<file path="config.mk">
export PLATFORM = sky130hd
export DESIGN_NAME = peripheral_adder_arbiter
export DESIGN_NICKNAME = d
export VERILOG_FILES = /design/src/rtl/peripheral_adder_arbiter.sv
export SDC_FILE = /design/constraint.sdc
export NUM_CORES = 1
export LEC_CHECK = 0
export BUFFER_PORTS_ARGS = -buffer_cell sky130_fd_sc_hd__clkbuf_2
export CAP_MARGIN = 10
export CORE_MARGIN = 2
export CORE_UTILIZATION = 30
export CTS_CLUSTER_DIAMETER = 150
export CTS_CLUSTER_SIZE = 40
export DETAILED_ROUTE_END_ITERATION = 10
export GPL_ROUTABILITY_DRIVEN = 0
export PLACE_DENSITY = 0.64
export SLEW_MARGIN = 20
export SYNTH_ARGS = -nofsm -noshare
export SYNTH_HDL_FRONTEND = slang
export SYNTH_SLANG_ARGS = --single-unit
</file>
<file path="constraint.sdc">
create_clock -name clk -period 2.5 [get_ports clk]
set_input_delay 0.125 -clock clk [delete_from_list [all_inputs] [get_ports clk]]
set_output_delay 0.125 -clock clk [all_outputs]
set_load 0.02 [all_outputs]
</file>
<file path="src/rtl/peripheral_adder_arbiter.sv">
`default_nettype none
// ============================================================================
//  Module      : peripheral_adder_arbiter
//  Description : Round-robin arbiter and sequencer that shares one
//                combinational DATA_WIDTH-bit adder among NUM_REQ requesters.
//                It takes one operand pair at a time and drives it into the
//                adder. It then returns the captured sum, tagged with the
//                requester index, on a valid/ready response port.
//  Revision    : 1.0 - initial release
// ----------------------------------------------------------------------------
//  Ports
//    clk        in   clock; every state update is on the rising edge
//    rst        in   synchronous active-high reset
//    req_valid  in   [NUM_REQ]            per-requester operand valid
//    req_ip1    in   [NUM_REQ*DATA_WIDTH] flattened first operands
//    req_ip2    in   [NUM_REQ*DATA_WIDTH] flattened second operands
//    req_ready  out  [NUM_REQ]            one-hot grant, IDLE only
//    add_ip1    out  [DATA_WIDTH]         registered operand to adder ip1
//    add_ip2    out  [DATA_WIDTH]         registered operand to adder ip2
//    add_out    in   [DATA_WIDTH+1]       combinational sum from the adder
//    rsp_valid  out                       result available (RESP state)
//    rsp_id     out  [ID_WIDTH]           requester that owns the result
//    rsp_out    out  [DATA_WIDTH+1]       captured sum
//    rsp_ready  in                        response consumer ready
//    busy       out                       state is not IDLE
// ============================================================================
module peripheral_adder_arbiter #(
  parameter  int NUM_REQ    = 4,
  parameter  int DATA_WIDTH = 8,
  localparam int ID_WIDTH   = (NUM_REQ > 1) ? $clog2(NUM_REQ) : 1
) (
  input  logic                          clk,
  input  logic                          rst,
  input  logic [NUM_REQ-1:0]            req_valid,
  input  logic [NUM_REQ*DATA_WIDTH-1:0] req_ip1,
  input  logic [NUM_REQ*DATA_WIDTH-1:0] req_ip2,
  output logic [NUM_REQ-1:0]            req_ready,
  output logic [DATA_WIDTH-1:0]         add_ip1,
  output logic [DATA_WIDTH-1:0]         add_ip2,
  input  logic [DATA_WIDTH:0]           add_out,
  output logic                          rsp_valid,
  output logic [ID_WIDTH-1:0]           rsp_id,
  output logic [DATA_WIDTH:0]           rsp_out,
  input  logic                          rsp_ready,
  output logic                          busy
);

  // The search index carries one extra bit so that rr_ptr + offset never
  // overflows before it is folded back into 0..NUM_REQ-1.
  localparam logic [ID_WIDTH:0]   c_num_req  = (ID_WIDTH+1)'(NUM_REQ);
  localparam logic [ID_WIDTH-1:0] c_last_idx = ID_WIDTH'(NUM_REQ - 1);

  typedef enum logic [1:0] {
    ST_IDLE = 2'd0,
    ST_EXEC = 2'd1,
    ST_RESP = 2'd2
  } state_t;

  state_t                  r_state;
  state_t                  w_state_next;

  logic [ID_WIDTH-1:0]     r_rr_ptr;
  logic [DATA_WIDTH-1:0]   r_op1;
  logic [DATA_WIDTH-1:0]   r_op2;
  logic [ID_WIDTH-1:0]     r_id;
  logic [DATA_WIDTH:0]     r_sum;

  logic                    w_any;
  logic [ID_WIDTH-1:0]     w_winner;
  logic [ID_WIDTH:0]       w_idx;
  logic [NUM_REQ-1:0]      w_grant;
  logic [ID_WIDTH-1:0]     w_next_ptr;
  logic [DATA_WIDTH-1:0]   w_sel_ip1;
  logic [DATA_WIDTH-1:0]   w_sel_ip2;
  logic                    w_accept;
  logic                    w_capture;

  // --------------------------------------------------------------------------
  // Round-robin winner search: scan NUM_REQ positions starting at rr_ptr,
  // ascending with wrap; the first valid requester wins.
  // --------------------------------------------------------------------------
  always_comb begin
    w_any    = 1'b0;
    w_winner = '0;
    w_idx    = '0;
    for (int k = 0; k < NUM_REQ; k++) begin
      w_idx = {1'b0, r_rr_ptr} + (ID_WIDTH+1)'(k);
      if (w_idx >= c_num_req) begin
        w_idx = w_idx - c_num_req;
      end
      if (!w_any && req_valid[w_idx[ID_WIDTH-1:0]]) begin
        w_any    = 1'b1;
        w_winner = w_idx[ID_WIDTH-1:0];
      end
    end
  end

  // One-hot form of the winner; all zero when nobody is requesting.
  always_comb begin
    w_grant = '0;
    if (w_any) begin
      w_grant[w_winner] = 1'b1;
    end
  end

  // Pointer moves to the slot just after the winner so that winner becomes
  // the lowest priority on the next arbitration.
  always_comb begin
    if (w_winner == c_last_idx) begin
      w_next_ptr = '0;
    end else begin
      w_next_ptr = w_winner + ID_WIDTH'(1);
    end
  end

  // Operand mux driven by the one-hot grant (AND-OR, no priority chain).
  always_comb begin
    w_sel_ip1 = '0;
    w_sel_ip2 = '0;
    for (int i = 0; i < NUM_REQ; i++) begin
      if (w_grant[i]) begin
        w_sel_ip1 = req_ip1[i*DATA_WIDTH +: DATA_WIDTH];
        w_sel_ip2 = req_ip2[i*DATA_WIDTH +: DATA_WIDTH];
      end
    end
  end

  // --------------------------------------------------------------------------
  // FSM: state register
  // --------------------------------------------------------------------------
  always_ff @(posedge clk) begin
    if (rst) begin
      r_state <= ST_IDLE;
    end else begin
      r_state <= w_state_next;
    end
  end

  // --------------------------------------------------------------------------
  // FSM: next state and handshake strobes
  // --------------------------------------------------------------------------
  always_comb begin
    w_state_next = r_state;
    req_ready    = '0;
    w_accept     = 1'b0;
    w_capture    = 1'b0;
    case (r_state)
      ST_IDLE: begin
        // The grant goes only to a valid requester, so presenting it means
        // the transfer completes on this edge.
        if (w_any) begin
          req_ready    = w_grant;
          w_accept     = 1'b1;
          w_state_next = ST_EXEC;
        end
      end
      ST_EXEC: begin
        w_capture    = 1'b1;
        w_state_next = ST_RESP;
      end
      ST_RESP: begin
        if (rsp_ready) begin
          w_state_next = ST_IDLE;
        end
      end
      default: begin
        w_state_next = ST_IDLE;
      end
    endcase
  end

  // --------------------------------------------------------------------------
  // Round-robin pointer; a single requester needs no pointer at all.
  // --------------------------------------------------------------------------
  generate
    if (NUM_REQ > 1) begin : g_rr_multi
      always_ff @(posedge clk) begin
        if (rst) begin
          r_rr_ptr <= '0;
        end else if (w_accept) begin
          r_rr_ptr <= w_next_ptr;
        end
      end
    end else begin : g_rr_single
      assign r_rr_ptr = '0;
    end
  endgenerate

  // --------------------------------------------------------------------------
  // Datapath registers. Operands are not cleared after use, so the adder
  // inputs stay quiet until the next accept.
  // --------------------------------------------------------------------------
  always_ff @(posedge clk) begin
    if (rst) begin
      r_op1 <= '0;
      r_op2 <= '0;
      r_id  <= '0;
      r_sum <= '0;
    end else begin
      if (w_accept) begin
        r_op1 <= w_sel_ip1;
        r_op2 <= w_sel_ip2;
        r_id  <= w_winner;
      end
      if (w_capture) begin
        r_sum <= add_out;
      end
    end
  end

  assign add_ip1   = r_op1;
  assign add_ip2   = r_op2;
  assign rsp_valid = (r_state == ST_RESP);
  assign rsp_id    = r_id;
  assign rsp_out   = r_sum;
  assign busy      = (r_state != ST_IDLE);

endmodule
`default_nettype wire
</file>
==> Yosys cells after proc, flatten, opt, wreduce, memory -nomap -nowiden <==
Index checks and enable logic that the tools add are counted.
{ "totals": {"regBits": 31, "elab_cells": 79} }
{ "classes": {"n_addsub": 8, "magnitude_cmp": 10, "eq_ne": 5, "muxes": 40, "n_reduce_logical": 10} }
{ "ops": {"columns": ["op", "count"], "rows": [
  ["$mux W8", 8],
  ["$mux W2", 11],
  ["$lt A2 B3 Y1 const B", 5],
  ["$mux W1", 12],
  ["$mux W4", 3],
  ["$ge A3 B3 Y1 const B", 3],
  ["$bmux W1 S2", 4],
  ["$sub A2 B1 Y2 const B", 4],
  ["$add A2 B2 Y3 const B", 2],
  ["$pmux W2 S3", 1],
  ["$eq A2 B2 Y1 const B", 2],
  ["$logic_and A1 B1 Y1", 4],
  ["$add A2 B1 Y3 const B", 1],
  ["$ge A2 B3 Y1 const B", 1],
  ["$logic_not A1 Y1", 3],
  ["$add A2 B1 Y2 const B", 1],
  ["$demux W1 S2", 1],
  ["$eq A2 B1 Y1 const B", 1],
  ["$ge A2 B1 Y1 const B", 1],
  ["$logic_not A2 Y1", 1],
  ["$ne A2 B1 Y1 const B", 1],
  ["$ne A2 B2 Y1 const B", 1],
  ["$reduce_and A2 Y1", 1],
  ["$reduce_bool A2 Y1", 1]
]} }

==> Longest topological paths before layout <==
Gate-level depths: netlist of the first run.
{ "logic_depth": {"ltp_word": 23, "depth_mapped": 11} }

==> Least setup slack after synthesis of the first run <==
OpenSTA, ideal clock, no wires.
{ "synth_path": {"path_kind": "register to register", "from": "reg r_rr_ptr[1]", "to": "reg r_op1[0] (netlist: add_ip1[0])", "setup_time_ns": 0.074, "arrival_time_ns": 2.242, "t_required_ns": 2.426, "slack_ns": 0.184, "path_stages_with_launch": 11, "synth_period_minus_slack_ns": 2.316, "path_cell_list": "dfxtp_1 > a21oi_1 > o32ai_1 > inv_1 > ha_1 > buf_2 > or2_1 > buf_6 > buf_6 > o311a_1 > nor3_2"} }
{ "synth_via": {"elab_chain_cells": 23} }
{ "synth_rtl": {"columns": ["item", "line", "text"], "rows": [
  ["from (decl)", "62", "logic [ID_WIDTH-1:0] r_rr_ptr;"],
  ["from (signal assigned)", "181", "r_rr_ptr <= w_next_ptr;"],
  ["parallel branches: the longest is 13 deep, another holds $add A2 B1 Y3", null, null],
  ["$mux W2 *", "91", "if (!w_any && req_valid[w_idx[ID_WIDTH-1:0]]) begin"],
  ["named net w_winner[1]", "69", "logic [ID_WIDTH-1:0] w_winner;"],
  ["$lt A2 B3 Y1 (implied by the code) / $ge A2 B1 Y1 (equally long branches)", "102", "w_grant[w_winner] = 1'b1;"],
  ["$logic_and A1 B1 Y1 (implied by the code)", "102", null],
  ["$mux W1 (implied by the code)", "102", null],
  ["$demux W1 S2 *", "102", null],
  ["$mux W4 *", "101", "if (w_any) begin"],
  ["$mux W8 (3 in a row)", "121", "if (w_grant[i]) begin"],
  ["$mux W8 *", "121", null],
  ["to (signal assigned)", "201", "r_op1 <= w_sel_ip1;"],
  ["to (decl)", "63", "logic [DATA_WIDTH-1:0] r_op1;"]
]} }
Mark *: on every way through the listed nets, which the timed path passes. The select of a mux whose other input is x is not followed.
A chain may end at the register's enable or synchronous reset.

==> Final worst setup path of the first run <==
{ "layout_path": {"from": "reg r_rr_ptr[1]", "to": "reg r_op2[0] (netlist: add_ip2[0])"} }
{ "layout_via": {"elab_chain_cells": 23} }
{ "layout_rtl": {"columns": ["item", "line", "text"], "rows": [
  ["parallel branches: the longest is 13 deep, another holds $add A2 B1 Y3", null, null],
  ["$mux W2 *", "91", null],
  ["named net w_winner[1]", "69", null],
  ["$lt A2 B3 Y1 (implied by the code) / $ge A2 B1 Y1 (equally long branches)", "102", null],
  ["$logic_and A1 B1 Y1 (implied by the code)", "102", null],
  ["$mux W1 (implied by the code)", "102", null],
  ["$demux W1 S2 *", "102", null],
  ["$mux W4 *", "101", null],
  ["$mux W8 (3 in a row)", "121", null],
  ["$mux W8 *", "121", null],
  ["to (signal assigned)", "202", "r_op2 <= w_sel_ip2;"],
  ["to (decl)", "64", "logic [DATA_WIDTH-1:0] r_op2;"]
]} }
Marked as above.

==> parameters.txt, run 1 <==
Parameter                              Value

Power
  Power per unit of standard cell area    776.2 nW/um^2
  Static leakage power    1.206 nW
  Post-route total power    1.941 mW
  Gate power share    41.8%
  Net switching power    0.6947 mW
  Seq pwr share    31.8%
  Clock network power share    26.4%
  Internal cell power    1.247 mW
  Switching power share of the total    35.79%
  Worst IR Drop VDD    0.5553 mV

Synth
  Post-Syn Instances    213
  Synthesized area per cell    8.253 sq um
  Mapped cell area    1758 sq um
  Yosys synthesis warning count    0
  Nets in the synthesized netlist    297
  Number of flip-flops and latches in the synthesized netlist    31
  Number of library cell types mapped by synthesis    28
  Part of the Yosys area used for sequential elements    35.30%

Floorplan
  Die Ht    80.55 microns
  IO Count    113
  Placement Rows    27
  Die W    80.55 microns
  CORE AREA    5574 sq um
  Floorplan die area    6488 sq um
  Effective utilization at floorplan    31.54%

Layout
  Post-route cell area    2501 sq um
  Most common library cell in the layout ignoring fill and taps    sky130_fd_sc_hd__clkbuf_2
  Area growth, synth to finish    42.28%
  Non-Filler Instances    394
  Commonest cells after routing, fill and taps aside    sky130_fd_sc_hd__clkbuf_2, sky130_fd_sc_hd__nand2_1, sky130_fd_sc_hd__dfxtp_1
  Core Util, Final    44.87%
  ANT cells    0
  Layout cell share with drive strength beyond 1    44.10%
  Sequential Area    620.6 sq um
  # fillers    572
  Nets    405
  Total area of multi-input combinational cells    1037 sq um

Routing
  Antenna-violating nets left    0
  Count of TritonRoute iterations in the first routing pass    4
  Vias per Instance    4.977
  Remaining design rule violation count    0
  Total Wirelength    5258 microns
  Total number of vias    1961
  Average detailed-routed wire length per instance    13.35 microns
  1st-iter DRT viols    62

Setup path
  Worst-path fanout max    16
  Worst setup path class    flip-flop to flip-flop
  Sort of element at the end of the critical path    flip-flop
  Minimum setup slack among reg-to-reg paths    0.17 ns
  Critical path startpoint category    flip-flop
  Data required time of the worst path    2.69 ns
  Worst R2R Path Depth    8
  Arrival time at the worst endpoint    2.52 ns

Placement
  Post-Place Cell Area    2379 sq um
  HPWL after DPL    3736 microns
  # port buffers    112
  Cell total after placement    386
  Pre-CTS setup slack    -0.009764 ns

Min path
  Class of the tightest hold or removal check    input port to flip-flop
  Hold path cells    3

Timing
  Upper clock frequency limit    0.4298 GHz
  Final hold slack    0.06774 ns
  Share of the clock period used by the worst path after layout    93.07%
  Max Transition Viols Final    0
  Tightest slew margin relative to the limit    46.86%
  Least-Margin Pin Slew    0.7972 ns
  Clock Skews    0.005631 ns
  Setup total negative slack    0 ns
  Final setup viols    0
  Endpoints failing hold    0
  Minimum clock period    2.327 ns
  Setup ws final    0.1734 ns
  Setup repair after global routing missed its margin    no

Clocking
  Buffers inserted during post-CTS setup optimization    0
  Root buffer selected by CTS    sky130_fd_sc_hd__clkbuf_8
  Clock buffers created by TritonCTS    5
  Clock latency at the later pin of the worst-skew pair    0.28 ns
  Clock tree from TritonCTS    done
  Clock tree buffer depth    2
  Num Clock Sinks    31
  Depth of the CTS H-tree    2
  Clock slew seen by the registers of the worst setup and hold paths    0.07 ns

Global routing
  Largest net degree at the start of global routing    37
  Global route total overflow    0
  Number of global-route vias before repair    1894
  Global-route wire length before repair    8190 microns
  Initial antenna violation count    0
  Total routing usage reported by global routing    15.98%

Flow run
  Max Cap Viol    0

Run status
  Status    finished, final reports clean
[cell usage after synthesis]
cell type	n	area, sq um
sky130_fd_sc_hd__o22a_1	1	8.760
sky130_fd_sc_hd__nor3_1	8	40.04
sky130_fd_sc_hd__dfxtp_1	31	620.6
sky130_fd_sc_hd__ha_1	4	50.05
sky130_fd_sc_hd__o41ai_1	1	8.760
sky130_fd_sc_hd__o311a_1	16	160.2
sky130_fd_sc_hd__buf_4	2	15.01
sky130_fd_sc_hd__a211oi_1	1	7.510
sky130_fd_sc_hd__a221oi_1	16	140.1
sky130_fd_sc_hd__nor3b_1	3	22.52
sky130_fd_sc_hd__inv_1	2	7.510
sky130_fd_sc_hd__and2_1	4	25.02
sky130_fd_sc_hd__buf_2	4	20.02
sky130_fd_sc_hd__or2_1	2	12.51
sky130_fd_sc_hd__buf_6	2	22.52
sky130_fd_sc_hd__o32ai_1	1	8.760
sky130_fd_sc_hd__or3b_2	1	8.760
sky130_fd_sc_hd__nor2_1	20	75.07
sky130_fd_sc_hd__mux2i_1	1	10.01
sky130_fd_sc_hd__clkbuf_1	9	33.78
sky130_fd_sc_hd__nand2b_1	3	18.77
sky130_fd_sc_hd__nor2b_1	22	137.6
sky130_fd_sc_hd__nor4_2	1	12.51
sky130_fd_sc_hd__nor3_2	9	90.09
sky130_fd_sc_hd__a21oi_1	11	55.05
sky130_fd_sc_hd__buf_1	3	11.26
sky130_fd_sc_hd__a21o_1	1	7.510
sky130_fd_sc_hd__nand2_1	34	127.6
[repair_timing]
action	in CTS	in global routing
resized for setup	1	0
setup endpoints to repair	6	0
hold buffers	0	0
[layer usage]
metal | vias to the layer above | global-route usage [%] | wire length, microns
li1 | 982 | - | -
met1 | 917 | 18.44 | 2304
met2 | 58 | 29.17 | 2642
met3 | 4 | 4.607 | 288
met4 | 0 | 3.220 | 23
met5 | - | 0 | 0
[registers in the layout, indices dropped and copies added, names as in the netlist]
signal,cells
rsp_out,9
add_ip1,8
add_ip2,8
r_rr_ptr,2
r_state,2
rsp_id,2
[power by group through the flow]
| stage | logic [mW] | registers, mW | clock network [mW] |
|---|---|---|---|
| after detailed placement | 0.814 | 0.629 | 0 |
| after floorplan | 0.489 | 0.707 | 0 |
| after CTS | 0.822 | 0.618 | 0.532 |
| after global routing | 0.893 | 0.626 | 0.552 |
| after global placement | 0.798 | 0.629 | 0 |
| final | 0.811 | 0.617 | 0.513 |
[worst max-delay path, stage by stage (launching register included)]
cell and delay (ns):
sky130_fd_sc_hd__dfxtp_1 0.39, sky130_fd_sc_hd__a21oi_1 0.09, sky130_fd_sc_hd__o32ai_1 0.27, sky130_fd_sc_hd__buf_4 0.17
sky130_fd_sc_hd__inv_1 0.06, sky130_fd_sc_hd__ha_1 0.18, sky130_fd_sc_hd__or2_1 0.48, sky130_fd_sc_hd__o311a_1 0.44
sky130_fd_sc_hd__nor3_1 0.16
[area by class of cell]
type,instances,share of cell area (%)
clock inverter,2,1.401
sequential,31,24.81
timing repair buffer,121,25.11
clock buffer,6,3.302
tap,72,3.602
multi-input combinational,160,41.47
inverter,2,0.3001
[path summary, 6_finish.rpt]
| kind | startpoint | to |
|---|---|---|
| max | r_rr_ptr[1]$_SDFFE_PP0P_ | add_ip2[0]$_SDFFE_PP0P_ |
| min | add_out[8] | rsp_out[8]$_SDFFE_PP0N_ |
| max reg2reg | r_rr_ptr[1]$_SDFFE_PP0P_ | add_ip2[0]$_SDFFE_PP0P_ |
| min reg2reg | rsp_out[4]$_SDFFE_PP0N_ | rsp_out[4]$_SDFFE_PP0N_ |
[logic make-up after synthesis]
group | Yosys count | share of synthesized area [%]
AND/OR/NAND/NOR | 107 | 32.46
flip-flops | 31 | 35.30
adder cells (fa/ha/maj) | 4 | 2.847
multiplexers | 1 | 0.5694
AO/OA/AOI/OAI | 48 | 22.56
buffers and inverters | 22 | 6.263
Power figures use the tool's default switching activity.
==> run 2, diff against run 1 <==
--- a/config.mk
+++ b/config.mk
@@ -7,13 +7,12 @@
 export LEC_CHECK = 0
 export BUFFER_PORTS_ARGS = -buffer_cell sky130_fd_sc_hd__clkbuf_2
 export CAP_MARGIN = 10
-export CORE_MARGIN = 2
 export CORE_UTILIZATION = 30
 export CTS_CLUSTER_DIAMETER = 150
 export CTS_CLUSTER_SIZE = 40
 export DETAILED_ROUTE_END_ITERATION = 10
-export GPL_ROUTABILITY_DRIVEN = 0
 export PLACE_DENSITY = 0.64
+export SKIP_LAST_GASP = 1
 export SLEW_MARGIN = 20
 export SYNTH_ARGS = -nofsm -noshare
 export SYNTH_HDL_FRONTEND = slang
==> run 2 against run 1 <==
Sequential power about the same. Worst hold slack worse by 0.010 ns. Sequential cell count unchanged. Design area down 2.1%. Largest power group unchanged. Non-clock buffer count down 4. Critical path type unchanged. Fmax up 4.5%. Largest cell class unchanged. Critical endpoint unchanged. Critical path depth up 1. Via count down 0.87%. Clock power down 24%. Clock-buffer cell count down 1.
==> parameters.txt, run 2 (synthesis results as in run 1) <==
Parameter                              Value

Routing
  Average detailed-routed wire length per instance    12.74 microns (was 13.35 microns)
  Count of TritonRoute iterations in the first routing pass    4 (unchanged)
  Total number of vias    1944 (was 1961)
  1st-iter DRT viols    80 (was 62)
  Total Wirelength    4970 microns (was 5258 microns)
  Remaining design rule violation count    0 (unchanged)
  Vias per Instance    4.985 (was 4.977)
  Antenna-violating nets left    0 (unchanged)

Global routing
  Grt met2 use    28.26% (was 29.17%)
  Met3 track utilization from global routing    4.186% (was 4.607%)
  Initial antenna violation count    0 (unchanged)
  Largest net degree at the start of global routing    37 (unchanged)
  Total routing usage reported by global routing    16.27% (was 15.98%)
  Global route total overflow    0 (unchanged)
  Number of global-route vias before repair    1814 (was 1894)
  GRT Max-Usage Layer    met2 (unchanged)
  Global-route wire length before repair    8093 microns (was 8190 microns)
  Met1 capacity usage during global routing    20.28% (was 18.44%)

Floorplan
  IO Count    113 (unchanged)
  Floorplan die area    6170 sq um (was 6488 sq um)
  Effective utilization at floorplan    31.54% (unchanged)
  Die W    78.55 microns (was 80.55 microns)
  Die Ht    78.55 microns (was 80.55 microns)
  CORE AREA    5574 sq um (unchanged)
  Placement Rows    27 (unchanged)

Clocking
  Clock latency at the later pin of the worst-skew pair    0.28 ns (about the same)
  Root buffer selected by CTS    sky130_fd_sc_hd__clkbuf_8 (unchanged)
  Depth of the CTS H-tree    2 (unchanged)
  Buffers inserted during post-CTS setup optimization    0 (unchanged)
  Clock buffers created by TritonCTS    5 (unchanged)
  Clock tree buffer depth    2 (unchanged)
  Clock slew seen by the registers of the worst setup and hold paths    0.07 ns (about the same)
  CTS Hold Buffers Added    0 (unchanged)
  Clock tree from TritonCTS    done (unchanged)
  Num Clock Sinks    31 (unchanged)

Setup path
  Worst setup path class    flip-flop to flip-flop (unchanged)
  Worst-path fanout max    16 (unchanged)
  Sort of element at the end of the critical path    flip-flop (unchanged)
  Critical path startpoint category    flip-flop (unchanged)
  Data required time of the worst path    2.70 ns (was 2.69 ns)
  Arrival time at the worst endpoint    2.42 ns (was 2.52 ns)

Power
  Power per unit of standard cell area    737.5 nW/um^2 (was 776.2 nW/um^2)
  Gate power share    44.3% (was 41.8%)
  Worst IR Drop VDD    0.3355 mV (was 0.5553 mV)
  Static leakage power    1.165 nW (was 1.206 nW)
  Net switching power    0.6918 mW (was 0.6947 mW)
  Clock network power share    21.5% (was 26.4%)
  Internal cell power    1.115 mW (was 1.247 mW)
  Seq pwr share    34.2% (was 31.8%)
  Switching power share of the total    38.29% (was 35.79%)

Layout
  Core Util, Final    43.95% (was 44.87%)
  Most common library cell in the layout ignoring fill and taps    sky130_fd_sc_hd__clkbuf_2 (unchanged)
  Number of flip-flops under the largest register name    9 (unchanged)
  Commonest cells after routing, fill and taps aside    sky130_fd_sc_hd__clkbuf_2, sky130_fd_sc_hd__nand2_1, sky130_fd_sc_hd__dfxtp_1 (unchanged)
  Post-route cell area    2450 sq um (was 2501 sq um)
  Nets    401 (was 405)
  Layout cell share with drive strength beyond 1    43.71% (was 44.10%)
  Area growth, synth to finish    39.36% (was 42.28%)
  ANT cells    0 (unchanged)

Placement
  Post-Place Cell Area    2359 sq um (was 2379 sq um)
  # port buffers    112 (unchanged)
  HPWL after DPL    3588 microns (was 3736 microns)
  Pre-CTS setup slack    0.03765 ns (was -0.009764 ns)
  GPL Wtd Cong    0.7148

Min path
  Class of the tightest hold or removal check    input port to flip-flop (unchanged)

Timing
  Setup total negative slack    0 ns (unchanged)
  Share of the clock period used by the worst path after layout    89.09% (was 93.07%)
  Final setup viols    0 (unchanged)
  Max Transition Viols Final    0 (unchanged)
  Least-Margin Pin Slew    0.7680 ns (was 0.7972 ns)
  Setup ws final    0.2728 ns (was 0.1734 ns)
  Setup repair after global routing missed its margin    no (unchanged)
  Upper clock frequency limit    0.4490 GHz (was 0.4298 GHz)
  Tightest slew margin relative to the limit    48.80% (was 46.86%)
  Minimum clock period    2.227 ns (was 2.327 ns)
  Endpoints failing hold    0 (unchanged)
  Clock Skews    0.006097 ns (was 0.005631 ns)

Flow run
  Max Cap Viol    0 (unchanged)

Run status
  Status    finished, final reports clean (unchanged)
run 2: metal layers:
metal / share of wire, % / up-vias
met1: 46 / 896
met2: 47 / 72
met5: 0 / -
met4: 0.18 / 0
li1: - / 972
met3: 6.0 / 4
run 2: layout make-up:
| cell class | count | area, sq um |
|---|---|---|
| Sequential cell | 31 | 620.6 |
| Clock buffer | 5 | 68.82 |
| Multi-Input combinational cell | 160 | 1032 |
| Fill cell | 608 | 3124 |
| Tap cell | 72 | 90.09 |
| Inverter | 2 | 7.507 |
| Timing Repair Buffer | 117 | 610.6 |
| Clock inverter | 3 | 20.02 |
run 2: power by group through the flow:
| stage | logic [mW] | registers (mW) | clock network (mW) |
|---|---|---|---|
| after detailed placement | 0.805 | 0.629 | 0 |
| after global placement | 0.797 | 0.628 | 0 |
| final | 0.800 | 0.617 | 0.389 |
| after floorplan | 0.489 | 0.707 | 0 |
| after CTS | 0.807 | 0.618 | 0.410 |
| after global routing | 0.882 | 0.627 | 0.428 |
run 2: timing repair:
action	in CTS	in global routing
resized for setup	1	1
endpoints found under the setup margin	1	1
pin swaps	0	0
run 2: path summary, 6_finish.rpt:
check | start | to | slack (ns) | cells after the start
hold / removal | add_out[3] | rsp_out[3]$_SDFFE_PP0N_ | 0.06 | 3
setup reg to reg | r_rr_ptr[1]$_SDFFE_PP0P_ | add_ip2[0]$_SDFFE_PP0P_ | 0.27 | 9
hold reg to reg | rsp_out[7]$_SDFFE_PP0N_ | rsp_out[7]$_SDFFE_PP0N_ | 0.46 | 2
setup / recovery | r_rr_ptr[1]$_SDFFE_PP0P_ | add_ip2[0]$_SDFFE_PP0P_ | 0.27 | 9
run 2: stage by stage:
step                      hold slack (ns)  power (mW)  std cells
final                             0.05758       1.807        390
after global routing              0.05185       1.937        390
after CTS                         0.04587       1.836        390
after detailed placement           0.3551       1.434        382
after global placement             0.3485       1.425        382
after floorplan                    0.2174       1.197        213
run 2: worst max-delay path, stage by stage (launching register included):
cell and delay [ns]:
sky130_fd_sc_hd__dfxtp_1 0.39, sky130_fd_sc_hd__a21oi_1 0.09, sky130_fd_sc_hd__o32ai_1 0.34, sky130_fd_sc_hd__buf_4 0.19, sky130_fd_sc_hd__ha_1 0.14, sky130_fd_sc_hd__nor2b_1 0.12, sky130_fd_sc_hd__buf_4 0.24, sky130_fd_sc_hd__a221oi_1 0.12
sky130_fd_sc_hd__o311a_1 0.36, sky130_fd_sc_hd__nor3_1 0.16
